===== config.mk =====
export PLATFORM = sky130hd
export DESIGN_NAME = instruction_fetch
export DESIGN_NICKNAME = d
export VERILOG_FILES = /design/src/rtl/instruction_fetch_pkg.sv /design/src/rtl/branch_target_buffer.sv /design/src/rtl/instruction_fetch.sv
export SDC_FILE = /design/constraint.sdc
export NUM_CORES = 1
export LEC_CHECK = 0
export CAP_MARGIN = 20
export CORE_MARGIN = 3
export CORE_UTILIZATION = 25
export CTS_BUF_LIST = sky130_fd_sc_hd__clkbuf_8
export DETAILED_ROUTE_END_ITERATION = 10
export GPL_TIMING_DRIVEN = 0
export PLACE_DENSITY = 0.5
export SYNTH_ARGS = -nofsm -noshare
export SYNTH_HDL_FRONTEND = slang
export SYNTH_SLANG_ARGS = --single-unit

===== constraint.sdc =====
create_clock -name clk_i -period 6.14 [get_ports clk_i]
set_input_delay 1.535 -clock clk_i [delete_from_list [all_inputs] [get_ports clk_i]]
set_output_delay 1.535 -clock clk_i [all_outputs]
set_load 0.03 [all_outputs]

===== src/rtl/instruction_fetch_pkg.sv =====
`default_nettype none
// ============================================================================
//  Module      : instruction_fetch_pkg
//  Description : Shared constants, BTB counter encodings and the saturating
//                counter helper used by the fetch stage and its BTB.
//  Revision    : 1.0  initial release
// ============================================================================
package instruction_fetch_pkg;

    localparam logic [31:0] NOP_INSTR   = 32'h0000_0013;
    localparam logic [31:0] RESET_PC    = 32'h0000_0000;
    // IF/ID PC value while in reset: one word "before" the reset PC
    localparam logic [31:0] RESET_IFID_PC = 32'hFFFF_FFFC;
    localparam int          BTB_ENTRIES = 16;
    localparam int          BTB_INDEX_W = 4;
    // Tag covers everything above the index and the byte offset
    localparam int          BTB_TAG_W   = 32 - BTB_INDEX_W - 2;

    // 2-bit direction counter; MSB set means "predict taken"
    typedef enum logic [1:0] {
        SNT = 2'b00,
        WNT = 2'b01,
        WT  = 2'b10,
        ST  = 2'b11
    } btb_ctr_e;

    // Saturating increment on taken, decrement on not taken
    function automatic btb_ctr_e ctr_next(input btb_ctr_e c, input logic taken);
        btb_ctr_e r;
        r = c;
        case (c)
            SNT: r = taken ? WNT : SNT;
            WNT: r = taken ? WT  : SNT;
            WT:  r = taken ? ST  : WNT;
            ST:  r = taken ? ST  : WT;
            default: r = WNT;
        endcase
        return r;
    endfunction

endpackage
`default_nettype wire


===== src/rtl/branch_target_buffer.sv =====
`default_nettype none
// ============================================================================
//  Module      : branch_target_buffer
//  Description : 16-entry direct-mapped BTB with 2-bit saturating direction
//                counters. One combinational lookup port (returns contents as
//                they stand before any same-cycle update) and one update port.
//  Revision    : 1.0  initial release
// ============================================================================
module branch_target_buffer
    import instruction_fetch_pkg::*;
(
    input  logic        clk_i,
    input  logic        rst_i,
    input  logic [31:0] lookup_pc_i,
    output logic        lookup_taken_o,
    output logic [31:0] lookup_target_o,
    input  logic        upd_en_i,
    input  logic [31:0] upd_pc_i,
    input  logic [31:0] upd_target_i,
    input  logic        upd_taken_i
);

    logic                 valid_q  [BTB_ENTRIES];
    logic [BTB_TAG_W-1:0] tag_q    [BTB_ENTRIES];
    logic [31:0]          target_q [BTB_ENTRIES];
    btb_ctr_e             ctr_q    [BTB_ENTRIES];

    logic [BTB_INDEX_W-1:0] lk_idx;
    logic [BTB_TAG_W-1:0]   lk_tag;
    logic [BTB_INDEX_W-1:0] up_idx;
    logic [BTB_TAG_W-1:0]   up_tag;
    logic                   up_hit;
    logic                   unused_lsb;

    assign lk_idx = lookup_pc_i[BTB_INDEX_W+1:2];
    assign lk_tag = lookup_pc_i[31:BTB_INDEX_W+2];
    assign up_idx = upd_pc_i[BTB_INDEX_W+1:2];
    assign up_tag = upd_pc_i[31:BTB_INDEX_W+2];
    // Instructions are word aligned; byte offset carries no information
    assign unused_lsb = ^{lookup_pc_i[1:0], upd_pc_i[1:0]};

    // Lookup reads registered state, so a same-cycle update is not visible
    assign lookup_taken_o  = valid_q[lk_idx] && (tag_q[lk_idx] == lk_tag) && ctr_q[lk_idx][1];
    assign lookup_target_o = target_q[lk_idx];

    assign up_hit = valid_q[up_idx] && (tag_q[up_idx] == up_tag);

    // Train on hit, (re)allocate on miss; independent of pipeline stalls
    always_ff @(posedge clk_i or posedge rst_i) begin
        if (rst_i) begin
            for (int i = 0; i < BTB_ENTRIES; i++) begin
                valid_q[i]  <= 1'b0;
                tag_q[i]    <= '0;
                target_q[i] <= '0;
                ctr_q[i]    <= WNT;
            end
        end else if (upd_en_i) begin
            if (up_hit) begin
                ctr_q[up_idx] <= ctr_next(ctr_q[up_idx], upd_taken_i);
                if (upd_taken_i) begin
                    target_q[up_idx] <= upd_target_i;
                end
            end else begin
                valid_q[up_idx]  <= 1'b1;
                tag_q[up_idx]    <= up_tag;
                target_q[up_idx] <= upd_target_i;
                ctr_q[up_idx]    <= upd_taken_i ? WT : WNT;
            end
        end
    end

endmodule
`default_nettype wire


===== src/rtl/instruction_fetch.sv =====
`default_nettype none
// ============================================================================
//  Module      : instruction_fetch
//  Description : Fetch stage: PC register, next-PC selection (redirect, stall,
//                prediction, sequential) and the IF/ID pipeline register.
//                Define BRANCH_PREDICTION_EN to include the BTB predictor;
//                otherwise fetch always predicts fall-through (pc + 4).
//  Revision    : 1.0  initial release
// ============================================================================
module instruction_fetch
    import instruction_fetch_pkg::*;
(
    input  logic        clk_i,
    input  logic        rst_i,
    output logic [31:0] imem_addr_if_o,
    input  logic [31:0] imem_data_if_i,
    input  logic        load_stall_if_i,
    input  logic        peripheral_stall_if_i,
    input  logic        branching_if_i,
    input  logic [31:0] branch_target_if_i,
    input  logic        btb_update_en_if_i,
    input  logic [31:0] btb_update_pc_if_i,
    input  logic [31:0] btb_update_target_if_i,
    input  logic        btb_update_taken_if_i,
    output logic [31:0] fetched_instruction_if_o,
    output logic [31:0] pc_if_o,
    output logic [31:0] btb_predicted_pc_if_o,
    output logic        branch_is_taken_prediction_if_o
);

    logic [31:0] pc_q;
    logic [31:0] pc_d;
    logic [31:0] pc_plus4;
    logic        stall;
    logic        pred_taken;
    logic [31:0] pred_pc;

    assign imem_addr_if_o = pc_q;
    assign pc_plus4       = pc_q + 32'd4;
    assign stall          = load_stall_if_i | peripheral_stall_if_i;

`ifdef BRANCH_PREDICTION_EN
    logic [31:0] btb_target;

    branch_target_buffer u_btb (
        .clk_i           (clk_i),
        .rst_i           (rst_i),
        .lookup_pc_i     (pc_q),
        .lookup_taken_o  (pred_taken),
        .lookup_target_o (btb_target),
        .upd_en_i        (btb_update_en_if_i),
        .upd_pc_i        (btb_update_pc_if_i),
        .upd_target_i    (btb_update_target_if_i),
        .upd_taken_i     (btb_update_taken_if_i)
    );

    assign pred_pc = pred_taken ? btb_target : pc_plus4;
`else
    logic unused_btb_update;

    assign pred_taken = 1'b0;
    assign pred_pc    = pc_plus4;
    // Update port kept for a stable interface; nothing consumes it here
    assign unused_btb_update = ^{btb_update_en_if_i, btb_update_pc_if_i,
                                 btb_update_target_if_i, btb_update_taken_if_i};
`endif

    // Next-PC select: redirect beats stall beats prediction
    always_comb begin
        pc_d = pc_plus4;
        if (branching_if_i) begin
            pc_d = branch_target_if_i;
        end else if (stall) begin
            pc_d = pc_q;
        end else if (pred_taken) begin
            pc_d = pred_pc;
        end
    end

    // PC register
    always_ff @(posedge clk_i or posedge rst_i) begin
        if (rst_i) begin
            pc_q <= RESET_PC;
        end else begin
            pc_q <= pc_d;
        end
    end

    // IF/ID register: bubble on redirect, freeze on stall, else capture fetch
    always_ff @(posedge clk_i or posedge rst_i) begin
        if (rst_i) begin
            fetched_instruction_if_o        <= NOP_INSTR;
            pc_if_o                         <= RESET_IFID_PC;
            btb_predicted_pc_if_o           <= 32'h0;
            branch_is_taken_prediction_if_o <= 1'b0;
        end else if (branching_if_i) begin
            fetched_instruction_if_o        <= NOP_INSTR;
            pc_if_o                         <= pc_q;
            btb_predicted_pc_if_o           <= pc_plus4;
            branch_is_taken_prediction_if_o <= 1'b0;
        end else if (!stall) begin
            fetched_instruction_if_o        <= imem_data_if_i;
            pc_if_o                         <= pc_q;
            btb_predicted_pc_if_o           <= pred_pc;
            branch_is_taken_prediction_if_o <= pred_taken;
        end
    end

endmodule
`default_nettype wire


Word level (Yosys, flattened, before mapping)
Cells that the tools add are included.

Register bits: 129. Bits of input ports: 135. Output and inout port bits: 129. Word-level logic and storage cells: 17.

Add/subtract/negate cells: 1. Eq/ne operators: 1. Mux-type cells: 9. Bitwise gates (word level): 1.

Operators by type and width (number): $mux 32 (7); $add 32x3->32 const B (1); $mux 1 (2); $ne 2x2->1 const B (1); $or 1x1->1 (1).

Depth between registers and ports, before layout
Gate-level depths: netlist (run 1).

Depth after elaboration: 3. Mapped depth: 7.

Least setup slack after synthesis (run 1)
OpenSTA, ideal clock, no wires.

Path type: input-to-reg. Start point: in peripheral_stall_if_i. End point: reg pc_q[26] (netlist: imem_addr_if_o[26]). Setup time: 82 ps. Arrival: 3103 ps. Data required time: 6058 ps. Setup slack: 2955 ps. Cell stages on the path: 6. Path through: or2_0 > clkbuf_1 > or4_1 > clkbuf_1 > or4_1 > a31oi_1.

Cells in the longest elaborated chain, start to end: 2.

RTL lines: start: declaration (RTL line instruction_fetch.sv:18) `input logic peripheral_stall_if_i,`; $or 1x1->1 (RTL line instruction_fetch.sv:40) `assign stall = load_stall_if_i | peripheral_stall_if_i;`; $ne 2x2->1 (no source line); end signal: assignment (RTL line instruction_fetch.sv:85) `pc_q <= pc_d;`; end: declaration (RTL line instruction_fetch.sv:31) `logic [31:0] pc_q;`.

Every way passes these cells. A chain may end at the register's enable or synchronous reset.

Worst setup path after layout (run 1)
Start point: in peripheral_stall_if_i. End point: reg btb_predicted_pc_if_o[20].

Cells in the longest elaborated chain, start to end: 2.

RTL lines: $or 1x1->1 (RTL line instruction_fetch.sv:40); $ne 2x2->1 (no source line); end signal: assignment (RTL line instruction_fetch.sv:99) `btb_predicted_pc_if_o <= pc_plus4;`; end signal: assignment (RTL line instruction_fetch.sv:104) `btb_predicted_pc_if_o <= pred_pc;`; end: declaration (RTL line instruction_fetch.sv:27) `output logic [31:0] btb_predicted_pc_if_o,`.

Every way passes these cells.

==> impl_summary.log, run 1 <==
INFO  metric hold_depth = 2
INFO  metric cell_count_after_synthesis = 663
INFO  metric setup.worst_path.start_class = input pin
INFO  metric drv_cap = 0
INFO  metric grt_first_pass_wirelength = 32300 µm
INFO  metric actual_slew_at_the_worst_max_slew_pin = 713 ps
INFO  metric sequence_of_cells_on_the_critical_path = clkdlybuf4s50_1 > or2_0 > clkbuf_1 > clkbuf_1 > nand2_1 > clkbuf_1 > nor2_1 > a31oi_1
INFO  metric grt_pass1_vias = 5475
INFO  metric netlist_top_cells_area = dfrtp_1 (39%), dfstp_2 (15%), nand2_1 (13%)
INFO  metric cts_tree = done
INFO  metric adder_cell_share_of_the_synthesized_area = 0.212%
INFO  metric timing.reg2reg.setup_slack = 3520 ps
INFO  metric synth_compound_area_share = 11.6%
INFO  metric crit_path_max_fanout = 10
INFO  metric r2r-start = imem_addr_if_o[2]$_DFFE_PP0N_
INFO  metric worst_hold_path_type = reg -> reg
INFO  metric total_clock_buffers_created_by_cts = 17
INFO  metric achievable-frequency = 275 MHz
INFO  metric pin_count_of_the_biggest_net_entering_global_routing = 86
INFO  metric slew_viol_final = 0
INFO  metric drt_pre_antenna_iters = 4
INFO  metric finalWirelength = 20700 µm
INFO  metric die_height = 160 µm
INFO  metric yosysTopAreaCell = dfrtp_1
INFO  metric timing.final.crit_period = 3630 ps
INFO  metric crit_family = buffers and inverters
INFO  metric clock_insertion_delay_worst_skew = 450 ps
INFO  metric std_cell_rows = 55
INFO  metric drt_drc_violations_left = 0
INFO  metric layoutNonFillerInstCount = 1204
INFO  metric port-buffer-count = 195
INFO  metric leakage = 3.41 nW
INFO  metric synth-warning-count = 0
INFO  metric postCtsSetupBuffers = 0
INFO  metric dominant_combinational_cell_family_by_area_after_synthesis = simple AND/OR/NAND/NOR gates
INFO  metric timing.critical_path.buf_inv = 4
INFO  metric timing.hold.worst.start = pc_if_o[3]$_DFFE_PP1N_
INFO  metric route.detailed.vias_per_inst = 4.47
INFO  metric slew_headroom = 52.4%
INFO  metric timing.final.crit_share = 59.1%
INFO  metric most-common-layout-cells = nand2_1 (209), clkdlybuf4s50_1 (195), dfrtp_1 (93)
INFO  metric clk_root_buf = clkbuf_8
INFO  metric final.hold.worst_slack = 454 ps
INFO  metric die_area = 25500 µm²
INFO  metric cp_data_required_time = 6430 ps
INFO  metric worst_r2r_path_depth = 6
INFO  metric syn_nets = 799
INFO  metric slowest_delay = 470 ps
INFO  metric critical_path_arrival = 3920 ps
INFO  metric synth.avg_cell_area = 8.90 µm²
INFO  metric cpMostUsedCell = clkbuf_1
INFO  metric synth_seq_cells = 126
INFO  metric chipWidth = 160 µm
INFO  metric htree_levels = 4
INFO  metric yosys.area_share.simple = 24.7%
INFO  metric crit_slowest_cell = clkdlybuf4s50_1
INFO  metric hpwlAfterDp = 14900 µm
INFO  metric count_of_cell_types_in_the_netlist = 38
INFO  metric grt.total_usage = 16.3%
INFO  metric finalClockSkew = 10.9 ps
INFO  metric gp_congestion = 0.761
INFO  metric cts.clk_slew.worst_paths = 70 ps
INFO  metric post_synth_instance_area = 5900 µm²
INFO  metric power.density_cell_area = 279 nW/µm²
INFO  metric design.core.area = 22900 µm²
INFO  metric areaGrowthSynthToFinish = 47.6%
INFO  metric vias = 5378
INFO  metric outcome = completed
INFO  metric final_core_density = 38.0%
INFO  metric start_util = 25.7%
INFO  metric clock-sinks = 126
INFO  metric ant_nets = 0
INFO  metric finalSetupViolCount = 0
INFO  metric pin_count = 264
INFO  metric overflow = 0
INFO  metric drt_iter0_drc = 265
INFO  metric post_drt_wl_per_cell = 17.2 µm
INFO  metric synth_top_area_share = 39.4%
INFO  metric antenna-diode-count = 0
INFO  metric clock_path_buffers = 2
INFO  metric fraction_of_layout_instances_using_a_drive_strength_above_1 = 10.4%
INFO  metric cts_hold_repair.buffers = 0
INFO  metric critical_path.reg2reg.endpoint = imem_addr_if_o[28]$_DFFE_PP0N_
INFO  metric criticalPathCategory = in -> reg
INFO  metric numPlacedInstances = 1172
INFO  metric crit_path_end_kind = flip-flop
INFO  metric vdd_ir_drop_max = 131 µV
INFO  metric cts-resized-gates = 0
INFO  metric mostFrequentLayoutCell = nand2_1
INFO  metric antenna_found_initial = 1
INFO  metric hold_path_end = pc_if_o[3]$_DFFE_PP1N_
INFO  metric synth_mux_area_share = 0.742%
INFO  metric finalNetCount = 1014
INFO  metric unrepaired_setup_endpoints_after_global_routing = false
INFO  metric post_synthesis_sequential_area_ratio = 54.1%
INFO  metric synth_xor_xnor_area_share = 3.71%
INFO  metric final-hold-violation-count = 0
cell families after synthesis:
group | Yosys count
other | 1
XOR/XNOR | 25
AO/OA/AOI/OAI | 118
adder cells (fa/ha/maj) | 1
AND/OR/NAND/NOR | 326
buffers and inverters | 62
flip-flops | 126
multiplexers | 4
layer usage:
layer / part of all wire [%] / track usage (%)
met1: 46 / 21.9
met2: 46 / 25.4
met3: 7.0 / 5.34
met4: 0.48 / 4.30
met5: 0.063 / 0
stage by stage:
stage | total power [mW] | worst slack [ps] | setup TNS [ps] | instance area, µm²
6_report | 2.43 | 2510 | 0 | 8710
5_1_grt | 2.54 | 2360 | 0 | 8710
4_1_cts | 2.46 | 2560 | 0 | 8710
3_5_place_dp | 1.64 | 2080 | 0 | 8280
3_3_place_gp | 1.63 | -1010 | -92890 | 8240
2_1_floorplan | 1.34 | 1300 | 0 | 5900
how the worst max path moves through the flow:
stage                     startpoint                                    end  slack, ps  cells after the start
4_1_cts        peripheral_stall_if_i  btb_predicted_pc_if_o[20]$_DFFE_PP0N_       2560                      8
3_5_place_dp   peripheral_stall_if_i  btb_predicted_pc_if_o[23]$_DFFE_PP0N_       2080                      8
5_1_grt        peripheral_stall_if_i  btb_predicted_pc_if_o[22]$_DFFE_PP0N_       2360                      8
6_report       peripheral_stall_if_i  btb_predicted_pc_if_o[20]$_DFFE_PP0N_       2510                      8
2_1_floorplan                  rst_i  btb_predicted_pc_if_o[10]$_DFFE_PP0N_       1300                      1
3_3_place_gp                   rst_i   btb_predicted_pc_if_o[9]$_DFFE_PP0N_      -1010                      2
cell usage after synthesis (all sizes together):
library cell,count
nand2,209
dfrtp,93
clkbuf,42
nor2,39
o21ai,35
dfstp,33
a21oi,32
a31oi,29
or4,25
o31ai,19
buf,18
xnor2,17
or3,14
nand3,12
nand4,8
xor2,8
nor3,5
nor4,5
or2,4
and2,3
mux2,3
a221o,2
inv,2
and3,1
and4,1
conb,1
ha,1
mux2i,1
o211ai,1
sequential cells by signal, summed over array words and instances, names as in the netlist:
register,flops
btb_predicted_pc_if_o,30
pc_if_o,32
imem_addr_if_o,32
fetched_instruction_if_o,32
cell type report:
class	instances	area (µm²)
timing repair buffer	196	1980
clock buffer	17	234
fill	2385	14200
clock inverter	15	199
tap	313	392
multi-input combinational	475	2430
buffer	60	273
inverter	2	12.5
sequential	126	3190
worst register-to-register path: cells and delay by family (launching register included):
| kind | cells | cell delay, ps |
|---|---|---|
| buffers and inverters | 1 | 190 |
| AND/OR/NAND/NOR | 3 | 1310 |
| adder cells (fa/ha/maj) | 1 | 300 |
| AO/OA/AOI/OAI | 1 | 180 |
| flip-flops | 1 | 550 |
where the power goes:
group          switching [mW]  internal [mW]  total, mW
logic                   0.365          0.250      0.616
registers              0.0683          0.930      0.999
clock network           0.371          0.441      0.812
total                   0.805           1.62       2.43
Note: power is estimated with default switching activity, not from simulation.
==> inputs of run 2 (changes only) <==
--- a/config.mk
+++ b/config.mk
@@ -11,7 +11,7 @@
 export CTS_BUF_LIST = sky130_fd_sc_hd__clkbuf_8
 export DETAILED_ROUTE_END_ITERATION = 10
 export GPL_TIMING_DRIVEN = 0
-export PLACE_DENSITY = 0.5
+export PLACE_DENSITY = 0.52
 export SYNTH_ARGS = -nofsm -noshare
 export SYNTH_HDL_FRONTEND = slang
 export SYNTH_SLANG_ARGS = --single-unit
==> constraint.sdc (replaced) <==
create_clock -name clk_i -period 3.2 [get_ports clk_i]
set_input_delay 0.8 -clock clk_i [delete_from_list [all_inputs] [get_ports clk_i]]
set_output_delay 0.8 -clock clk_i [all_outputs]
set_load 0.03 [all_outputs]
==> impl_summary.log, run 2 (synthesis results as in run 1) <==
INFO  metric numPlacedInstances = 1174 (+0.17%)
INFO  metric die_area = 25500 µm² (unchanged)
INFO  metric crit_path_end_kind = flip-flop
INFO  metric outcome = completed
INFO  metric layoutNonFillerInstCount = 1206 (+0.17%)
INFO  metric timing.final.crit_period = 2900 ps
INFO  metric actual_slew_at_the_worst_max_slew_pin = 777 ps (+63.9 ps)
INFO  metric clock_path_buffers = 2 (unchanged)
INFO  metric placed_cell_area = 8310 µm² (+0.38%)
INFO  metric ant_nets = 0 (unchanged)
INFO  metric clock-sinks = 126 (unchanged)
INFO  metric critical_path_arrival = 3190 ps (-730 ps)
INFO  metric clk_root_buf = clkbuf_8
INFO  metric finalWirelength = 21000 µm (+1.5%)
INFO  metric cts_tree = done
INFO  metric pin_count = 264 (unchanged)
INFO  metric achievable-frequency = 345 MHz
INFO  metric cts_hold_repair.buffers = 0 (unchanged)
INFO  metric antenna-diode-count = 0 (unchanged)
INFO  metric areaGrowthSynthToFinish = 47.3%
INFO  metric finalClockSkew = 10.1 ps (-0.850 ps)
INFO  metric finalSetupViolCount = 0 (unchanged)
INFO  metric overflow = 0 (unchanged)
INFO  metric worst_hold_path_type = reg -> reg
INFO  metric drt_pre_antenna_iters = 5 (+1)
INFO  metric std_cell_rows = 55 (unchanged)
INFO  metric grt_first_pass_wirelength = 33100 µm (+2.3%)
INFO  metric antenna_found_initial = 3 (+2)
INFO  metric drv_cap = 0 (unchanged)
INFO  metric power.density_cell_area = 520 nW/µm² (+87%)
INFO  metric die_height = 160 µm (unchanged)
INFO  metric drt_drc_violations_left = 0 (unchanged)
INFO  metric chipWidth = 160 µm (unchanged)
INFO  metric start_util = 25.7% (unchanged)
INFO  metric design.core.area = 22900 µm² (unchanged)
INFO  metric cp_data_required_time = 3500 ps (-2930 ps)
INFO  metric fraction_of_layout_instances_using_a_drive_strength_above_1 = 10.5% (+0.089 points)
INFO  metric vdd_ir_drop_max = 198 µV (+52%)
INFO  metric postCtsSetupBuffers = 0 (unchanged)
INFO  metric finalNetCount = 1016 (+0.20%)
INFO  metric slew_headroom = 48.2% (-4.3 points)
INFO  metric leakage = 3.42 nW (+0.17%)
INFO  metric gp_congestion = 0.754 (-1.0%)
INFO  metric post_drt_wl_per_cell = 17.4 µm (+1.4%)
INFO  metric hpwlAfterDp = 15200 µm (+2.0%)
INFO  metric final-hold-violation-count = 0 (unchanged)
INFO  metric drt_iter0_drc = 367 (+38%)
INFO  metric port-buffer-count = 195 (unchanged)
INFO  metric pin_count_of_the_biggest_net_entering_global_routing = 40 (-53%)
INFO  metric crit_path_max_fanout = 10 (unchanged)
INFO  metric setup.worst_path.start_class = input pin
INFO  metric mostFrequentLayoutCell = nand2_1
INFO  metric cts.clk_slew.worst_paths = 80 ps (about the same)
INFO  metric vias = 5494 (+2.2%)
INFO  metric final_design_area_no_fill = 8690 µm² (-0.17%)
INFO  metric grt_pass1_vias = 5483 (+0.15%)
INFO  metric totalNegativeSetupSlack = 0 ps (unchanged)
INFO  metric slew_viol_final = 0 (unchanged)
INFO  metric cts-resized-gates = 0 (unchanged)
INFO  metric timing.final.crit_share = 90.6%
INFO  metric most-common-layout-cells = nand2_1 (209), clkdlybuf4s50_1 (195), dfrtp_1 (93)
INFO  metric criticalPathCategory = in -> reg
INFO  metric clock_insertion_delay_worst_skew = 450 ps (about the same)
INFO  metric unrepaired_setup_endpoints_after_global_routing = false
INFO  metric final.hold.worst_slack = 453 ps (-1.03 ps)
INFO  metric route.detailed.vias_per_inst = 4.56 (+2.0%)
INFO  metric total_clock_buffers_created_by_cts = 17 (unchanged)
INFO  metric htree_levels = 4 (unchanged)
INFO  metric grt.total_usage = 16.6% (+0.23 points)
[run 2: metal layers]
metal	routed length (µm)	up-vias	track usage (%)	share of wire [%]
li1	-	2687	-	-
met1	9490	2614	22.1	45
met2	9720	164	25.9	46
met3	1520	23	5.65	7.2
met4	263	6	4.18	1.3
met5	25	-	0	0.12
[run 2: area by class of cell]
class / instances / area [µm²]
buffer: 60 / 273
clock inverter: 13 / 125
inverter: 2 / 11.3
tap: 313 / 392
multi-input combinational: 475 / 2430
sequential: 126 / 3190
fill: 2364 / 14200
clock buffer: 19 / 262
timing repair buffer: 198 / 2010
[run 2: path summary, 6_finish.rpt]
| check | from | slack (ps) | depth (start not counted) | end |
|---|---|---|---|---|
| worst max-delay path | peripheral_stall_if_i | 300 | 8 | btb_predicted_pc_if_o[23]$_DFFE_PP0N_ |
| worst min-delay path | pc_if_o[13]$_DFFE_PP1N_ | 450 | 2 | pc_if_o[13]$_DFFE_PP1N_ |
| worst max register to register | imem_addr_if_o[2]$_DFFE_PP0N_ | 540 | 6 | imem_addr_if_o[28]$_DFFE_PP0N_ |
| worst min register to register | pc_if_o[13]$_DFFE_PP1N_ | 450 | 2 | pc_if_o[13]$_DFFE_PP1N_ |
| max in group asynchronous | rst_i | 1610 | 4 | pc_if_o[21]$_DFFE_PP1N_ |
| min in group asynchronous | rst_i | 710 | 2 | btb_predicted_pc_if_o[7]$_DFFE_PP0N_ |
[run 2: stage by stage]
step / utilization (%) / power, mW / setup slack [ps]
5_1_grt: 37.9 / 4.75 / 131
3_3_place_gp: 36.0 / 3.14 / -528
3_5_place_dp: 36.3 / 3.15 / -179
4_1_cts: 37.9 / 4.58 / 304
6_report: 37.9 / 4.52 / 302
2_1_floorplan: - / 2.57 / 750
[run 2: power breakdown]
part           switching [mW]  internal, mW  total, mW
clock                   0.686         0.722       1.41
combinational           0.707         0.484       1.19
sequential              0.133          1.79       1.92
total                    1.53          2.99       4.52
[run 2: critical path, cell delays in order]
cell and delay [ps]:
clkdlybuf4s50_1 470, or2_0 110, clkbuf_1 410, clkbuf_1 420, nand2_1 370, clkbuf_1 380
nor2_1 170, a31oi_1 60
==> inputs of run 3 (changes only) <==
--- a/config.mk
+++ b/config.mk
@@ -6,12 +6,16 @@
 export NUM_CORES = 1
 export LEC_CHECK = 0
 export CAP_MARGIN = 20
+export CELL_PAD_IN_SITES_DETAIL_PLACEMENT = 1
+export CELL_PAD_IN_SITES_GLOBAL_PLACEMENT = 1
 export CORE_MARGIN = 3
 export CORE_UTILIZATION = 25
 export CTS_BUF_LIST = sky130_fd_sc_hd__clkbuf_8
+export CTS_CLUSTER_DIAMETER = 200
 export DETAILED_ROUTE_END_ITERATION = 10
 export GPL_TIMING_DRIVEN = 0
-export PLACE_DENSITY = 0.52
+export PLACE_DENSITY = 0.68
+export SKIP_CTS_REPAIR_TIMING = 1
 export SYNTH_ARGS = -nofsm -noshare
 export SYNTH_HDL_FRONTEND = slang
 export SYNTH_SLANG_ARGS = --single-unit
==> impl_summary.log, run 3 (synthesis results as in run 1) <==
INFO  metric outcome = completed
INFO  metric fraction_of_layout_instances_using_a_drive_strength_above_1 = 10.6% (+0.11 points)
INFO  metric mostFrequentLayoutCell = nand2_1
INFO  metric areaGrowthSynthToFinish = 48.7%
INFO  metric finalNetCount = 1016 (unchanged)
INFO  metric final_core_density = 38.3% (+0.34 points)
INFO  metric setup.worst_path.start_class = input pin
INFO  metric drv_cap = 0 (unchanged)
INFO  metric overflow = 0 (unchanged)
INFO  metric std_cell_rows = 55 (unchanged)
INFO  metric cts.clk_slew.worst_paths = 80 ps (about the same)
INFO  metric pin_count = 264 (unchanged)
INFO  metric finalWirelength = 22000 µm (+4.9%)
INFO  metric unrepaired_setup_endpoints_after_global_routing = false
INFO  metric hpwlAfterDp = 16200 µm (+6.3%)
INFO  metric crit_path_max_fanout = 10 (unchanged)
INFO  metric antenna_found_initial = 2 (-1)
INFO  metric timing.reg2reg.setup_slack = 470 ps (-70 ps)
INFO  metric finalSetupViolCount = 0 (unchanged)
INFO  metric grt_first_pass_wirelength = 34600 µm (+4.6%)
INFO  metric drt_drc_violations_left = 0 (unchanged)
INFO  metric actual_slew_at_the_worst_max_slew_pin = 827 ps (+49.3 ps)
INFO  metric slew_headroom = 44.8% (-3.4 points)
INFO  metric power.density_cell_area = 545 nW/µm² (+5.0%)
INFO  metric total_clock_buffers_created_by_cts = 17 (unchanged)
INFO  metric timing.final.crit_share = 91.9% (+1.3 points)
INFO  metric timing.final.crit_period = 2940 ps (+42.4 ps)
INFO  metric gp_congestion = 0.760 (+0.88%)
INFO  metric worst_r2r_path_depth = 6 (unchanged)
INFO  metric drt_iter0_drc = 329 (-10%)
INFO  metric die_area = 25500 µm² (unchanged)
INFO  metric totalNegativeSetupSlack = 0 ps (unchanged)
INFO  metric vdd_ir_drop_max = 267 µV (+35%)
INFO  metric htree_levels = 4 (unchanged)
INFO  metric grt_pass1_vias = 5790 (+5.6%)
INFO  metric finalClockSkew = 15.3 ps (+5.20 ps)
INFO  metric route.detailed.vias_per_inst = 4.65 (+2.0%)
INFO  metric achievable-frequency = 340 MHz (-1.4%)
INFO  metric cp_data_required_time = 3480 ps (-20 ps)
INFO  metric criticalPathCategory = in -> reg
INFO  metric start_util = 25.7% (unchanged)
INFO  metric hold_path_end = pc_if_o[9]$_DFFE_PP1N_
INFO  metric antenna-diode-count = 0 (unchanged)
INFO  metric timing.hold.worst.start = pc_if_o[9]$_DFFE_PP1N_
INFO  metric worst_hold_path_type = reg -> reg
INFO  metric count_of_fill_cells_added_during_filler_insertion = 2683 (+13%)
INFO  metric slew_viol_final = 0 (unchanged)
INFO  metric grt.total_usage = 17.3% (+0.70 points)
INFO  metric post_drt_wl_per_cell = 18.3 µm (+4.9%)
INFO  metric hold_depth = 2 (unchanged)
INFO  metric clock_insertion_delay_worst_skew = 450 ps (about the same)
INFO  metric vias = 5604 (+2.0%)
INFO  metric clk_root_buf = clkbuf_8
INFO  metric clock-sinks = 126 (unchanged)
INFO  metric layoutNonFillerInstCount = 1206 (unchanged)
INFO  metric critical_path.reg2reg.endpoint = imem_addr_if_o[30]$_DFFE_PP0N_
INFO  metric chipWidth = 160 µm (unchanged)
INFO  metric ant_nets = 0 (unchanged)
INFO  metric final-hold-violation-count = 0 (unchanged)
INFO  metric clock_path_buffers = 2 (unchanged)
INFO  metric design.core.area = 22900 µm² (unchanged)
INFO  metric most-common-layout-cells = nand2_1 (209), clkdlybuf4s50_1 (195), dfrtp_1 (93)
INFO  metric pin_count_of_the_biggest_net_entering_global_routing = 39 (-2.5%)
INFO  metric cts_tree = done
INFO  metric crit_path_end_kind = flip-flop
INFO  metric numPlacedInstances = 1174 (unchanged)
INFO  metric die_height = 160 µm (unchanged)
INFO  metric drt_pre_antenna_iters = 5 (unchanged)
INFO  metric port-buffer-count = 195 (unchanged)
INFO  metric critical_path_arrival = 3220 ps (+30 ps)
INFO  metric leakage = 3.44 nW (+0.69%)
INFO  metric register_cell_area_after_layout = 3190 µm² (unchanged)
INFO  metric r2r-start = imem_addr_if_o[2]$_DFFE_PP0N_
INFO  metric multi_input_area = 2430 µm² (unchanged)
-- run 3: changes by cell type in the layout (fill, tap and decap cells not counted) --
cell,delta
bufinv_16,+3
clkbuf_8,-1
clkinv_2,-4
inv_6,+2
clkinvlp_4,+1
inv_1,-1
-- run 3: routing by layer --
metal | track usage [%] | share of wire [%] | vias to the layer above
li1 | - | - | 2696
met1 | 22.6 | 45 | 2744
met2 | 28.1 | 48 | 145
met3 | 5.29 | 5.8 | 15
met4 | 3.78 | 0.78 | 4
met5 | 0 | 0.18 | -
-- run 3: final cells by class --
class / count / share of cell area, %
Buffer: 60 / 3.11
Inverter: 2 / 0.128
Timing Repair Buffer: 198 / 22.9
Tap cell: 313 / 4.46
Clock buffer: 18 / 2.82
Sequential cell: 126 / 36.4
Multi-Input combinational cell: 475 / 27.7
Clock inverter: 14 / 2.47
-- run 3: metrics by stage --
step / worst slack (ps) / hold slack, ps / total power, mW / cell area [µm²]
final: 260 / 455 / 4.78 / 8770
after global routing: 11.6 / 472 / 5.01 / 8770
after CTS: 216 / 458 / 4.85 / 8770
after detailed placement: -268 / 446 / 3.16 / 8310
after global placement: -551 / 442 / 3.14 / 8250
after floorplan: 750 / 466 / 2.57 / 5900
-- run 3: power by group --
group,switching (mW),internal (mW)
combinational,0.721,0.484
clock,0.712,0.951
sequential,0.132,1.79
-- run 3: how the worst max path moves through the flow --
stage	startpoint	to	slack, ps	cells after the start
CTS	peripheral_stall_if_i	btb_predicted_pc_if_o[19]$_DFFE_PP0N_	220	8
global placement	rst_i	btb_predicted_pc_if_o[22]$_DFFE_PP0N_	-550	2
floorplan	peripheral_stall_if_i	imem_addr_if_o[26]$_DFFE_PP0N_	750	6
detailed placement	peripheral_stall_if_i	btb_predicted_pc_if_o[19]$_DFFE_PP0N_	-270	8
global route	peripheral_stall_if_i	btb_predicted_pc_if_o[19]$_DFFE_PP0N_	10	8
finish	peripheral_stall_if_i	btb_predicted_pc_if_o[19]$_DFFE_PP0N_	260	8
-- run 3: worst max-delay path, cell delays in order --
cell and delay [ps]:
clkdlybuf4s50_1 470, or2_0 100, clkbuf_1 400, clkbuf_1 420, nand2_1 360, clkbuf_1 400
nor2_1 200, a31oi_1 70
